===== src/rtl/maze_wall_scheduler.sv =====
// maze_wall_scheduler
//   Owns the live maze wall-enable masks for the VGA wall-drawing logic.
//   A request steps both wall LFSRs, captures the new pattern into shadow
//   registers, and commits it to the live masks only at the start of
//   vertical blank. A frame therefore never shows a half-updated maze.
//
//   Optional feature macro: AUTO_REGEN_EN. When it is defined, a frame
//   counter requests a regeneration every AUTO_FRAMES frames.
//
// Ports
//   clk_pix    in   pixel clock (only clock)
//   reset      in   synchronous, active-low
//   vga_vcnt   in   [10:0] vertical line counter
//   regen_req  in   level or pulse request for a new maze
//   lfsr_h     in   [N_WALLS-1:0] horizontal LFSR value
//   lfsr_v     in   [N_WALLS-1:0] vertical LFSR value
//   lfsr_step  out  enable for both LFSRs
//   wall_h_on  out  [N_WALLS-1:0] live horizontal mask, 1 = draw segment
//   wall_v_on  out  [N_WALLS-1:0] live vertical mask, 1 = draw segment
//   busy       out  high in any state other than IDLE
//   regen_ack  out  one-cycle pulse; the new mask is visible in this cycle
//   gen_id     out  [7:0] commit counter, wraps 255 -> 0
//
// State    | meaning
// IDLE     | waiting for a request (external, pending or automatic)
// STEP     | lfsr_step high for STEP_CYCLES cycles
// CAPTURE  | inverted LFSR values latched into the shadow registers
// WAIT_VB  | waiting for the rising edge of line COMMIT_LINE
// COMMIT   | shadow pattern copied to the live masks, gen_id advanced
module maze_wall_scheduler #(
  parameter int N_WALLS     = 25,
  parameter int STEP_CYCLES = 7,
  parameter int COMMIT_LINE = 480,
  parameter int AUTO_FRAMES = 60
) (
  input  logic               clk_pix,
  input  logic               reset,
  input  logic [10:0]        vga_vcnt,
  input  logic               regen_req,
  input  logic [N_WALLS-1:0] lfsr_h,
  input  logic [N_WALLS-1:0] lfsr_v,
  output logic               lfsr_step,
  output logic [N_WALLS-1:0] wall_h_on,
  output logic [N_WALLS-1:0] wall_v_on,
  output logic               busy,
  output logic               regen_ack,
  output logic [7:0]         gen_id
);

  typedef enum logic [2:0] {
    S_IDLE,
    S_STEP,
    S_CAPTURE,
    S_WAIT_VB,
    S_COMMIT
  } state_t;

  localparam logic [10:0] COMMIT_VCNT = 11'(COMMIT_LINE);
  localparam logic [7:0]  STEP_LOAD   = 8'(STEP_CYCLES - 1);

  state_t             state;
  state_t             state_nxt;
  logic [7:0]         step_cnt;
  logic               pend;
  logic [10:0]        vcnt_q;
  logic [N_WALLS-1:0] sh_h;
  logic [N_WALLS-1:0] sh_v;
  logic               line_edge;
  logic               req_any;
  logic               trigger;

  // Only the first cycle of the commit line counts, so a line that is
  // already active when WAIT_VB is entered is skipped for a full frame.
  assign line_edge = (vga_vcnt == COMMIT_VCNT) && (vcnt_q != COMMIT_VCNT);

`ifdef AUTO_REGEN_EN
  localparam logic [7:0] FRAME_LAST = 8'(AUTO_FRAMES - 1);

  logic [7:0] frame_cnt;
  logic       auto_req;

  // Counts only idle frame edges; an edge that coincides with an accepted
  // request is ignored. The commit edge itself falls while busy, so a full
  // period is AUTO_FRAMES edges.
  always_ff @(posedge clk_pix) begin
    if (!reset) begin
      frame_cnt <= 8'd0;
      auto_req  <= 1'b0;
    end else begin
      auto_req <= 1'b0;
      if (state == S_IDLE && line_edge && !trigger) begin
        if (frame_cnt + 8'd1 == FRAME_LAST) begin
          frame_cnt <= 8'd0;
          auto_req  <= 1'b1;
        end else begin
          frame_cnt <= frame_cnt + 8'd1;
        end
      end
    end
  end

  assign req_any = regen_req | auto_req;
`else
  assign req_any = regen_req;
`endif

  assign trigger = req_any | pend;

  always_comb begin
    state_nxt = state;
    lfsr_step = 1'b0;
    busy      = (state != S_IDLE);
    case (state)
      S_IDLE:    if (trigger) state_nxt = S_STEP;
      S_STEP: begin
        lfsr_step = 1'b1;
        if (step_cnt == 8'd0) state_nxt = S_CAPTURE;
      end
      S_CAPTURE: state_nxt = S_WAIT_VB;
      S_WAIT_VB: if (line_edge) state_nxt = S_COMMIT;
      S_COMMIT:  state_nxt = S_IDLE;
      default:   state_nxt = S_IDLE;
    endcase
  end

  always_ff @(posedge clk_pix) begin
    if (!reset) begin
      state     <= S_IDLE;
      step_cnt  <= 8'd0;
      pend      <= 1'b0;
      vcnt_q    <= 11'd0;
      sh_h      <= '0;
      sh_v      <= '0;
      wall_h_on <= '0;
      wall_v_on <= '0;
      regen_ack <= 1'b0;
      gen_id    <= 8'd0;
    end else begin
      state     <= state_nxt;
      vcnt_q    <= vga_vcnt;
      regen_ack <= 1'b0;

      // One-deep request memory; further requests while busy merge into it.
      if (state == S_IDLE && trigger) begin
        step_cnt <= STEP_LOAD;
        pend     <= 1'b0;
      end else if (state != S_IDLE && req_any) begin
        pend <= 1'b1;
      end

      if (state == S_STEP && step_cnt != 8'd0) step_cnt <= step_cnt - 8'd1;

      // An LFSR bit of 0 means a wall, hence the inversion.
      if (state == S_CAPTURE) begin
        sh_h <= ~lfsr_h;
        sh_v <= ~lfsr_v;
      end

      // The ack is registered alongside the masks, so both appear together.
      if (state == S_COMMIT) begin
        wall_h_on <= sh_h;
        wall_v_on <= sh_v;
        regen_ack <= 1'b1;
        gen_id    <= gen_id + 8'd1;
      end
    end
  end

endmodule


===== config.mk =====
export PLATFORM = sky130hd
export DESIGN_NAME = maze_wall_scheduler
export DESIGN_NICKNAME = d
export VERILOG_FILES = /design/src/rtl/maze_wall_scheduler.sv
export SDC_FILE = /design/constraint.sdc
export NUM_CORES = 1
export LEC_CHECK = 0
export BUFFER_PORTS_ARGS = -buffer_cell sky130_fd_sc_hd__buf_2
export CAP_MARGIN = 5
export CORE_MARGIN = 2
export CORE_UTILIZATION = 40
export DETAILED_ROUTE_END_ITERATION = 8
export PLACE_DENSITY = 0.62
export RECOVER_POWER = 100
export SLEW_MARGIN = 5
export SYNTH_ARGS = -nofsm -noshare
export SYNTH_HDL_FRONTEND = slang
export SYNTH_SLANG_ARGS = --single-unit

===== constraint.sdc =====
create_clock -name clk_pix -period 2.1 [get_ports clk_pix]
set_clock_uncertainty 0.2 [all_clocks]
set_input_delay 0.42 -clock clk_pix [delete_from_list [all_inputs] [get_ports clk_pix]]
set_output_delay 0.42 -clock clk_pix [all_outputs]
set_load 0.01 [all_outputs]

==> impl_metrics.py <==
metrics = {
    "drt": {
        "vias": 3991,
        "wl_per_cell_um": 13.4,
        "drc": 0,
        "firstDrtPassIters": 4,
        "vias_per_cell": 4.86,
        "drtAntennaViolNets": 0,
        "routed_wl_mm": 11.0,
        "drtIter0Drc": 184,
    },
    "power_and_ir_drop": {
        "ir_worst_vdd_v": 0.000610,
        "intPower_uw": 5190,
        "power.switching_uw": 1960,
        "seqPwrFrac_pct": 44.5,
        "powerDensity_nw_per_um2": 1160,
        "p_leak_uw": 0.00285,
        "clock_power_share_pct": 36.6,
        "combPwrFrac_pct": 18.8,
        "switching_share_pct": 27.4,
    },
    "worst_setup_path": {
        "arrival_ns": 1.44,
        "critPathTopFamily": "simple AND/OR/NAND/NOR gates",
        "cp_max_fo": 5,
        "path_buf_inv": 2,
        "max_stage_delay_ns": 0.42,
        "cp_cell_sequence": "buf_6 > or3_4 > buf_6",
        "crit_slowest_cell": "or3_4",
        "crit_type": "reg2out",
        "crit_path_start_kind": "register",
        "crit_required_ns": 1.48,
        "path_common_cell": "buf_6",
        "crit_path_end_kind": "output pin",
    },
    "floorplanning": {
        "row_count": 40,
        "core_area_um2": 12100,
        "die_area_um2": 13300,
        "die_height_um": 115,
        "die_w_um": 115,
        "start_util_pct": 41.0,
        "ios": 125,
    },
    "clock_network": {
        "clk-insertion-delay-late_ns": 0.41,
        "cts_sinks": 132,
        "clockRootBuffer": "clkbuf_16",
        "clockBufferDepth": 2,
        "cts.clk_slew.worst_paths_ns": 0.05,
        "htreeDepth": 4,
        "cts_made_buffers": 17,
        "cts_tree": "yes",
        "ctsHoldBuffers": 0,
    },
    "synthesis": {
        "synth_top_area_share_pct": 53.4,
        "syn_avg_cell_area_um2": 9.43,
        "synth_warnings": 0,
        "ys_async_sr_fraction_pct": 0,
        "yosysTopAreaCell": "dfxtp_1",
        "ys_seq_elements": 132,
        "netlist_instances": 525,
        "synth_nets": 592,
        "synth_seq_area_share_pct": 53.4,
        "synthesis.area_um2": 4950,
        "synth_edf_count": 0,
        "synth_cell_types": 43,
        "synthFlopType": "dfxtp_1",
        "synthTopCellsByArea": "dfxtp_1 (53%), nand2_1 (12%), o211a_1 (10%)",
    },
    "grt": {
        "grtUsageTotal_pct": 17.1,
        "grt_max_degree": 101,
        "grt_pass1_wl_mm": 17.6,
        "grt_overflow_total": 0,
        "grt_pass1_vias": 3821,
        "antenna_found_initial": 0,
    },
    "layout": {
        "synthToLayoutAreaGrowth_pct": 24.9,
        "fin_nets": 709,
        "fin_util_pct": 51.2,
        "drive_gt1_share_pct": 16.8,
        "antenna_cells": 0,
    },
    "placed_design": {
        "gp_congestion": 0.814,
        "hpwl_mm": 7.27,
        "io_buffers": 124,
    },
    "timing": {
        "final.period_utilization_pct": 98.1,
        "slew_violations": 0,
        "post-route-min-period_ns": 2.06,
        "fmax_ghz": 0.486,
        "rsz0062_at_grt": "false",
        "slew_headroom_pct": 47.7,
        "tns_ns": 0,
        "hold_viol": 0,
        "setup_viol": 0,
        "tightestPinTransition_ns": 0.784,
    },
    "outcome": {
        "outcome": "finished clean",
    },
    "min_path": {
        "hold_class": "in2reg",
    },
    "flow_run": {
        "drv_cap": 0,
    },
}
## metal layers
layer	wire length, µm	up-vias	GRT usage (%)	share of wire, %
met3	703	16	6.43	6.4
met1	4910	1875	19.5	44
met2	5230	80	28.3	47
met5	0	-	0	0
met4	201	0	8.03	1.8
li1	-	2020	-	-
## path summary, 6_finish.rpt
kind,cells past startpoint,slack [ns],startpoint,endpoint
worst min-delay path,2,0.03,vga_vcnt[5],vcnt_q[5]
worst max register to register,5,0.13,state[0],sh_v[2]
worst max-delay path,3,0.04,state[0],busy
worst min register to register,2,0.26,wall_v_on[0],wall_v_on[0]
## Yosys cell counts, types with 2 or more instances
cell type  number
a211oi_1        2
nor4_1          2
nand4b_1        2
ha_1            3
nand2_1       160
and3_1          3
xor2_1          2
o22ai_1         2
nor3_1          3
nor3b_1         2
xnor2_1         8
and2_1         20
nand4_1         5
a21boi_0       48
dfxtp_1       132
or3_1           3
buf_2          16
a21boi_1        3
nand3_1         5
and3b_1         2
o211a_1        50
inv_1           2
nor2_1          9
nand3b_1        2
clkbuf_1       21
## sequential cells by signal, summed over array words and instances (netlist names)
register   cells
sh_h          25
state          3
pend           1
wall_h_on     25
sh_v          25
regen_ack      1
step_cnt       8
wall_v_on     25
gen_id         8
vcnt_q        11
## what timing repair did
item,in CTS,in global routing
hold endpoints to repair,0,0
pin swaps,0,1
setup endpoints to repair,1,2
gates resized for setup,2,5
setup buffers,0,2
## cell type report
type | instances | area (µm²)
Tap cell | 168 | 210
Clock inverter | 5 | 25.0
Fill cell | 1200 | 5880
Clock buffer | 26 | 499
Timing Repair Buffer | 136 | 652
Multi-Input combinational cell | 352 | 2130
Sequential cell | 132 | 2650
Inverter | 3 | 11.3
## layout by cell type (no fill, tap or decap), drive strengths merged, types with 5 or more instances in the layout
cell type  instances
o211a             50
nand4              5
buf               71
and2              20
dfxtp            132
nor2               9
nand2            160
clkinv             5
clkbuf            91
xnor2              8
a21boi            51
nand3              5
## cells by family (layout without fill, tap and decap cells)
logic type / after synthesis / in the layout / share of synthesized area [%]
adder cells (fa/ha/maj): 3 / 3 / 0.759
flip-flops: 132 / 132 / 53.4
AO/OA/AOI/OAI: 111 / 111 / 19.3
buffers and inverters: 41 / 170 / 3.59
XOR/XNOR: 10 / 10 / 1.77
AND/OR/NAND/NOR: 228 / 228 / 21.1
## power by group through the flow
stage,Sequential (µW),Combinational [µW],Clock [µW]
6_report,3180,1350,2620
5_1_grt,3230,1500,2810
4_1_cts,3180,1370,2680
3_5_place_dp,3230,1350,0
3_3_place_gp,3210,1310,0
2_1_floorplan,3160,1060,0
## through the flow
step / total power (µW) / instances / cell area [µm²] / hold slack [ns] / setup slack [ns]
detailed placement: 4580 / 789 / 5740 / 0.247 / 0.205
CTS: 7230 / 820 / 6270 / 0.00961 / 0.000118
global route: 7540 / 822 / 6180 / 0.0234 / 0.00435
floorplan: 4220 / 525 / 4950 / 0.231 / 0.360
finish: 7150 / 822 / 6180 / 0.0285 / 0.0406
global placement: 4520 / 789 / 5740 / 0.243 / 0.223
Power figures use the tool's default switching activity.
